$ cat config.mk
export PLATFORM = sky130hd
export DESIGN_NAME = id_ex_stage
export DESIGN_NICKNAME = d
export VERILOG_FILES = /design/src/rtl/core_pkg.sv /design/src/rtl/load_use_detect.sv /design/src/rtl/id_ex_stage.sv
export SDC_FILE = /design/constraint.sdc
export NUM_CORES = 1
export LEC_CHECK = 0
export BUFFER_PORTS_ARGS = -buffer_cell sky130_fd_sc_hd__buf_2
export CAP_MARGIN = 20
export CORE_MARGIN = 2
export CORE_UTILIZATION = 35
export DETAILED_ROUTE_END_ITERATION = 8
export GPL_TIMING_DRIVEN = 0
export PLACE_DENSITY = 0.67
export SYNTH_ARGS = -nofsm -noshare
export SYNTH_HDL_FRONTEND = slang
export SYNTH_SLANG_ARGS = --single-unit
$ cat constraint.sdc
create_clock -name clk -period 1.5 [get_ports clk]
set_input_delay 0.075 -clock clk [delete_from_list [all_inputs] [get_ports clk]]
set_output_delay 0.075 -clock clk [all_outputs]
set_load 0.005 [all_outputs]
$ cat src/rtl/core_pkg.sv
// Shared core definitions: datapath width, result-source encodings and the
// decode control bundle carried down the pipeline.
package core_pkg;

  localparam int XLEN     = 32;
  localparam int ALUCTL_W = 3;

  localparam logic [1:0] RES_ALU  = 2'b00;
  localparam logic [1:0] RES_LOAD = 2'b01;
  localparam logic [1:0] RES_PC4  = 2'b10;

  typedef struct packed {
    logic                regwrite;
    logic [1:0]          resultsrc;
    logic                memwrite;
    logic                jump;
    logic                branch;
    logic [ALUCTL_W-1:0] alucontrol;
    logic                alusrc;
  } ctrl_t;

  localparam ctrl_t CTRL_NOP = '0;

endpackage

$ cat src/rtl/load_use_detect.sv
// Combinational load-use interlock: flags a decode instruction that reads the
// destination of a load currently in E, and derives the fetch/decode stall.
module load_use_detect
  import core_pkg::*;
(
  input  logic       i_valid_e,
  input  logic [1:0] i_resultsrc_e,
  input  logic [4:0] i_rd_e,
  input  logic [4:0] i_rs1_d,
  input  logic [4:0] i_rs2_d,
  input  logic       i_flush_e,
  output logic       o_lu,
  output logic       o_stall_fd
);

  logic w_is_load;
  logic w_src_match;

  // x0 is hardwired zero, so a load targeting it never creates a dependency.
  assign w_is_load   = i_valid_e & (i_resultsrc_e == RES_LOAD) & (i_rd_e != 5'd0);
  assign w_src_match = (i_rd_e == i_rs1_d) | (i_rd_e == i_rs2_d);

  assign o_lu = w_is_load & w_src_match;

  // A flush redirects fetch, so stalling would only swallow the redirect.
  assign o_stall_fd = o_lu & ~i_flush_e;

endmodule

$ cat src/rtl/id_ex_stage.sv
// ID/EX pipeline register with load-use bubble insertion and flush squash.
// Optional build macro IDEX_X0_GUARD_EN: never mark a write to x0 as a regwrite.
module id_ex_stage
  import core_pkg::*;
#(
  parameter int XLEN     = core_pkg::XLEN,
  parameter int ALUCTL_W = core_pkg::ALUCTL_W
) (
  input  logic                clk,
  input  logic                rst_n,

  input  logic [XLEN-1:0]     pc_d,
  input  logic [XLEN-1:0]     pc_plus4_d,
  input  logic [XLEN-1:0]     rd1_d,
  input  logic [XLEN-1:0]     rd2_d,
  input  logic [XLEN-1:0]     immext_d,
  input  logic [4:0]          rs1_d,
  input  logic [4:0]          rs2_d,
  input  logic [4:0]          rd_d,
  input  logic                regwrite_d,
  input  logic                memwrite_d,
  input  logic                jump_d,
  input  logic                branch_d,
  input  logic                alusrc_d,
  input  logic [1:0]          resultsrc_d,
  input  logic [ALUCTL_W-1:0] alucontrol_d,
  input  logic                flush_e,

  output logic [XLEN-1:0]     pc_e,
  output logic [XLEN-1:0]     pc_plus4_e,
  output logic [XLEN-1:0]     rd1_e,
  output logic [XLEN-1:0]     rd2_e,
  output logic [XLEN-1:0]     immext_e,
  output logic [4:0]          rs1_e,
  output logic [4:0]          rs2_e,
  output logic [4:0]          rd_e,
  output logic                regwrite_e,
  output logic                memwrite_e,
  output logic                jump_e,
  output logic                branch_e,
  output logic                alusrc_e,
  output logic [1:0]          resultsrc_e,
  output logic [ALUCTL_W-1:0] alucontrol_e,
  output logic                valid_e,
  output logic                stall_fd
);

  logic [XLEN-1:0] r_pc;
  logic [XLEN-1:0] r_pc_plus4;
  logic [XLEN-1:0] r_rd1;
  logic [XLEN-1:0] r_rd2;
  logic [XLEN-1:0] r_immext;
  logic [4:0]      r_rs1;
  logic [4:0]      r_rs2;
  logic [4:0]      r_rd;
  ctrl_t           r_ctrl;
  logic            r_valid;

  ctrl_t           w_ctrl_d;
  logic            w_lu;
  logic            w_bubble;

  always_comb begin
    w_ctrl_d            = CTRL_NOP;
    w_ctrl_d.regwrite   = regwrite_d;
    w_ctrl_d.resultsrc  = resultsrc_d;
    w_ctrl_d.memwrite   = memwrite_d;
    w_ctrl_d.jump       = jump_d;
    w_ctrl_d.branch     = branch_d;
    w_ctrl_d.alucontrol = alucontrol_d;
    w_ctrl_d.alusrc     = alusrc_d;
`ifdef IDEX_X0_GUARD_EN
    // Keeps forwarding from ever matching a "write" to x0.
    if (rd_d == 5'd0) begin
      w_ctrl_d.regwrite = 1'b0;
    end
`else
`endif
  end

  load_use_detect u_load_use_detect (
    .i_valid_e     (r_valid),
    .i_resultsrc_e (r_ctrl.resultsrc),
    .i_rd_e        (r_rd),
    .i_rs1_d       (rs1_d),
    .i_rs2_d       (rs2_d),
    .i_flush_e     (flush_e),
    .o_lu          (w_lu),
    .o_stall_fd    (stall_fd)
  );

  assign w_bubble = flush_e | w_lu;

  // On a load-use bubble decode is held upstream, so the same instruction
  // is presented again and captured on the following edge.
  always_ff @(posedge clk or negedge rst_n) begin
    if (!rst_n) begin
      r_pc       <= '0;
      r_pc_plus4 <= '0;
      r_rd1      <= '0;
      r_rd2      <= '0;
      r_immext   <= '0;
      r_rs1      <= '0;
      r_rs2      <= '0;
      r_rd       <= '0;
      r_ctrl     <= CTRL_NOP;
      r_valid    <= 1'b0;
    end else if (w_bubble) begin
      r_pc       <= '0;
      r_pc_plus4 <= '0;
      r_rd1      <= '0;
      r_rd2      <= '0;
      r_immext   <= '0;
      r_rs1      <= '0;
      r_rs2      <= '0;
      r_rd       <= '0;
      r_ctrl     <= CTRL_NOP;
      r_valid    <= 1'b0;
    end else begin
      r_pc       <= pc_d;
      r_pc_plus4 <= pc_plus4_d;
      r_rd1      <= rd1_d;
      r_rd2      <= rd2_d;
      r_immext   <= immext_d;
      r_rs1      <= rs1_d;
      r_rs2      <= rs2_d;
      r_rd       <= rd_d;
      r_ctrl     <= w_ctrl_d;
      r_valid    <= 1'b1;
    end
  end

  assign pc_e         = r_pc;
  assign pc_plus4_e   = r_pc_plus4;
  assign rd1_e        = r_rd1;
  assign rd2_e        = r_rd2;
  assign immext_e     = r_immext;
  assign rs1_e        = r_rs1;
  assign rs2_e        = r_rs2;
  assign rd_e         = r_rd;
  assign regwrite_e   = r_ctrl.regwrite;
  assign resultsrc_e  = r_ctrl.resultsrc;
  assign memwrite_e   = r_ctrl.memwrite;
  assign jump_e       = r_ctrl.jump;
  assign branch_e     = r_ctrl.branch;
  assign alucontrol_e = r_ctrl.alucontrol;
  assign alusrc_e     = r_ctrl.alusrc;
  assign valid_e      = r_valid;

endmodule

==> impl_metrics.csv <==
group,metric,value,unit
outcome,status,"complete, but fails checks",
drt,drtIter0Drc,203,
placement,dp_slack,-0.706,ns
clock_tree,h-tree-depth,4,
pwr,ir_worst_vdd,710,µV
critical_path,path_class,"flop to output pin",
sta,slew_headroom,46.0,%
sta,fmax,540,MHz
pwr,switching_share,25.6,%
floorplanning,die-area,0.0216,mm²
critical_path,ff2ff_path_depth,8,
global_routing,grt_overflow,0,
synthesis,synth_area,0.00715,mm²
cells_and_area,instances_no_fill,1514,
sta,fin_setup_tns,-37.43,ns
drt,routed_via_density,4.64,
sta,finalCriticalPeriod,1.85,ns
sta,finClkSkew,0.0165,ns
critical_path,rr_startpoint,"rd_e[1]$_DFF_PN0_",
pwr,power_density,957,mW/mm²
cells_and_area,final_nets,1418,
drt,vias,7032,
run,drv_cap,0,
cells_and_area,drive_gt1_share,39.9,%
floorplanning,fp.dieH,147,µm
sta,period_share,123,%
floorplanning,die-width,147,µm
sta,maxSlewViolCount,0,
placement,place_area,0.00939,mm²
critical_path,regToRegEndpoint,"pc_plus4_e[29]$_DFF_PN0_",
pwr,seq_power_share,45.0,%
global_routing,grt_pass1_wl,39800,µm
synthesis,synth-adder-area-share,0,%
sta,tightest_slew,0.810,ns
drt,post-route-drc-count,0,
outcome,failed_checks,"negative setup slack",
pwr,clkPwrFrac,38.6,%
floorplanning,initial_core_util,35.5,%
global_routing,grt_max_degree,101,
sta,timing.final.ws_setup,-0.351,ns
clock_tree,cts_tree,"done",
global_routing,grt_usage,23.6,%
cells_and_area,utilization,61.9,%
clock_tree,cts_root_buffer,"clkbuf_16",
synthesis,syn_avg_cell_area,11.2,µm²
synthesis,synthXorXnorAreaFrac,1.23,%
clock_tree,clk_latency,0.43,ns
placement,place_congestion,0.791,
clock_tree,clkSlewWorstSetupHoldPaths,0.08,ns
synthesis,synth_nets,825,
clock_tree,cts_buffer_depth,2,
hold_path,hold_path.class,"input pin to flop",
critical_path,end_kind,"output pin",
synthesis,synth-simple-area-share,16.8,%
drt,ant_nets,0,
floorplanning,core,0.0201,mm²
hold_path,worstHoldPathCells,2,
synthesis,synth_edf_count,0,
pwr,p_leak,0.00632,µW
synthesis,synth_cells,637,
cells_and_area,fin_area,0.0124,mm²
sta,rsz0062_at_grt,"yes",
synthesis,synth_common_cells,"a21oi_1 (186), dfrtp_1 (186), nand2b_1 (185)",
floorplanning,std_cell_rows,52,
synthesis,synth_compound_area_share,13.3,%
sta,hold_viol_final,0,
synthesis,synth-main-ff-cell,"dfrtp_1",
synthesis,synthTopCellsByArea,"dfrtp_1 (65%), nand2b_1 (16%), a21oi_1 (13%)",
placement,hpwlAfterDp,16300,µm
synthesis,yosysWarnings,0,
pwr,p_sw,3050,µW
critical_path,cp_max_fo,3,
drt,wl_per_cell,16.8,µm
drt,first_pass_iters,4,
floorplanning,ios,375,
synthesis,synth_mux_area_share,0,%
global_routing,antenna_found_initial,0,
sta,setup_viol,187,
critical_path,r2r_slack,-0.29,ns
synthesis,ys_types,15,
pwr,p_comb_share,16.4,%
synthesis,yosysTopAreaCell,"dfrtp_1",
critical_path,cp-endpoint,"stall_fd",
critical_path,cp-start-kind,"flop",
clock_tree,cts_made_buffers,17,
synthesis,synth_top_family_by_area,"simple AND/OR/NAND/NOR gates",
cells_and_area,area_growth_syn_to_layout,74.1,%
placement,port_buffers,373,
drt,wirelength,25500,µm
clock_tree,cts.sinks,186,
synthesis,ys_seq_elements,186,
synthesis,synthArstFlopShare,100,%
critical_path,worstPathRequired,1.42,ns
synthesis,ys_seq_area_share,65.1,%
global_routing,grt_pass1_vias,7294,
hold_path,hp-start,"flush_e",
critical_path,startpoint,"rd_e[1]$_DFF_PN0_",
placement,place_inst,1281,
synthesis,synth_top_area_share,65.1,%
pwr,intPower,8860,µW
critical_path,arrival,1.78,ns
## power groups by stage
stage	clock (µW)	combinational (µW)	sequential, µW
after floorplan	0	496	5480
after global placement	0	1320	5440
after detailed placement	0	1350	5440
after CTS	4680	1890	5350
after global routing	4950	2130	5380
final	4600	1960	5350
## layout by cell type (no fill, tap or decap), types with 3 or more instances in the layout
master,instances
inv_8,4
clkbuf_2,7
buf_8,16
a21oi_4,4
buf_6,9
clkinvlp_4,3
clkbuf_16,18
buf_12,4
nand2b_1,185
inv_6,3
buf_2,378
buf_4,6
dfrtp_1,181
clkbuf_1,28
a21oi_1,155
xnor2_2,4
dlygate4sd3_1,186
a21oi_2,28
dfrtp_2,5
xnor2_1,6
## worst min-delay path by stage
stage / end
floorplan: alucontrol_e[0]$_DFF_PN0_
global placement: pc_e[14]$_DFF_PN0_
detailed placement: rd2_e[20]$_DFF_PN0_
CTS: rs2_e[0]$_DFF_PN0_
global route: valid_e$_DFF_PN0_
finish: valid_e$_DFF_PN0_
## metal layers
layer | global-route usage (%) | vias to the layer above | routed length, µm
li1 | - | 3267 | -
met1 | 27.5 | 3399 | 9640
met2 | 42.2 | 318 | 13300
met3 | 5.96 | 48 | 1910
met4 | 8.59 | 0 | 683
met5 | 0 | - | 0
## critical path: stages (launching register included)
cell,delay [ns]
dfrtp_2,0.44
xnor2_2,0.17
nand3_2,0.12
o22ai_4,0.23
buf_6,0.13
and3b_1,0.14
buf_2,0.12
## registers in the layout (all words and copies together), names as in the netlist
| register | cells |
|---|---|
| rd_e | 5 |
| jump_e | 1 |
| alucontrol_e | 3 |
| branch_e | 1 |
| pc_e | 32 |
| rs2_e | 5 |
| alusrc_e | 1 |
| rd2_e | 32 |
| resultsrc_e | 2 |
| rd1_e | 32 |
| pc_plus4_e | 32 |
| regwrite_e | 1 |
| immext_e | 32 |
| valid_e | 1 |
| memwrite_e | 1 |
| rs1_e | 5 |
## final cells by class
class,count,area (µm²)
Tap cell,270,338
Fill cell,1560,7660
Clock buffer,20,437
Buffer,60,448
Antenna cell,1,2.50
Multi-Input combinational cell,391,2430
Clock inverter,12,154
Sequential cell,186,4660
Timing Repair Buffer,574,3970
## per-stage QoR
stage	hold slack [ns]	total power, µW
after floorplan	-0.221	5980
after CTS	-0.109	11900
after detailed placement	0.115	6790
after global placement	0.304	6760
after global routing	0.0506	12500
final	0.0294	11900
## cell families (layout without fill, tap and decap cells)
family,Yosys count,count (layout)
AO/OA/AOI/OAI,188,188
XOR/XNOR,10,10
buffers and inverters,60,666
flip-flops,186,186
other,0,1
AND/OR/NAND/NOR,193,193
## repair_timing
item,CTS,global route
pin swaps,4,3
hold endpoints to repair,271,1
buffers inserted,10,1
cloned,3,1
hold buffers,185,1
gates resized for setup,106,27
endpoints found under the setup margin,187,187
No activity file was read; power rests on OpenSTA's default activity.
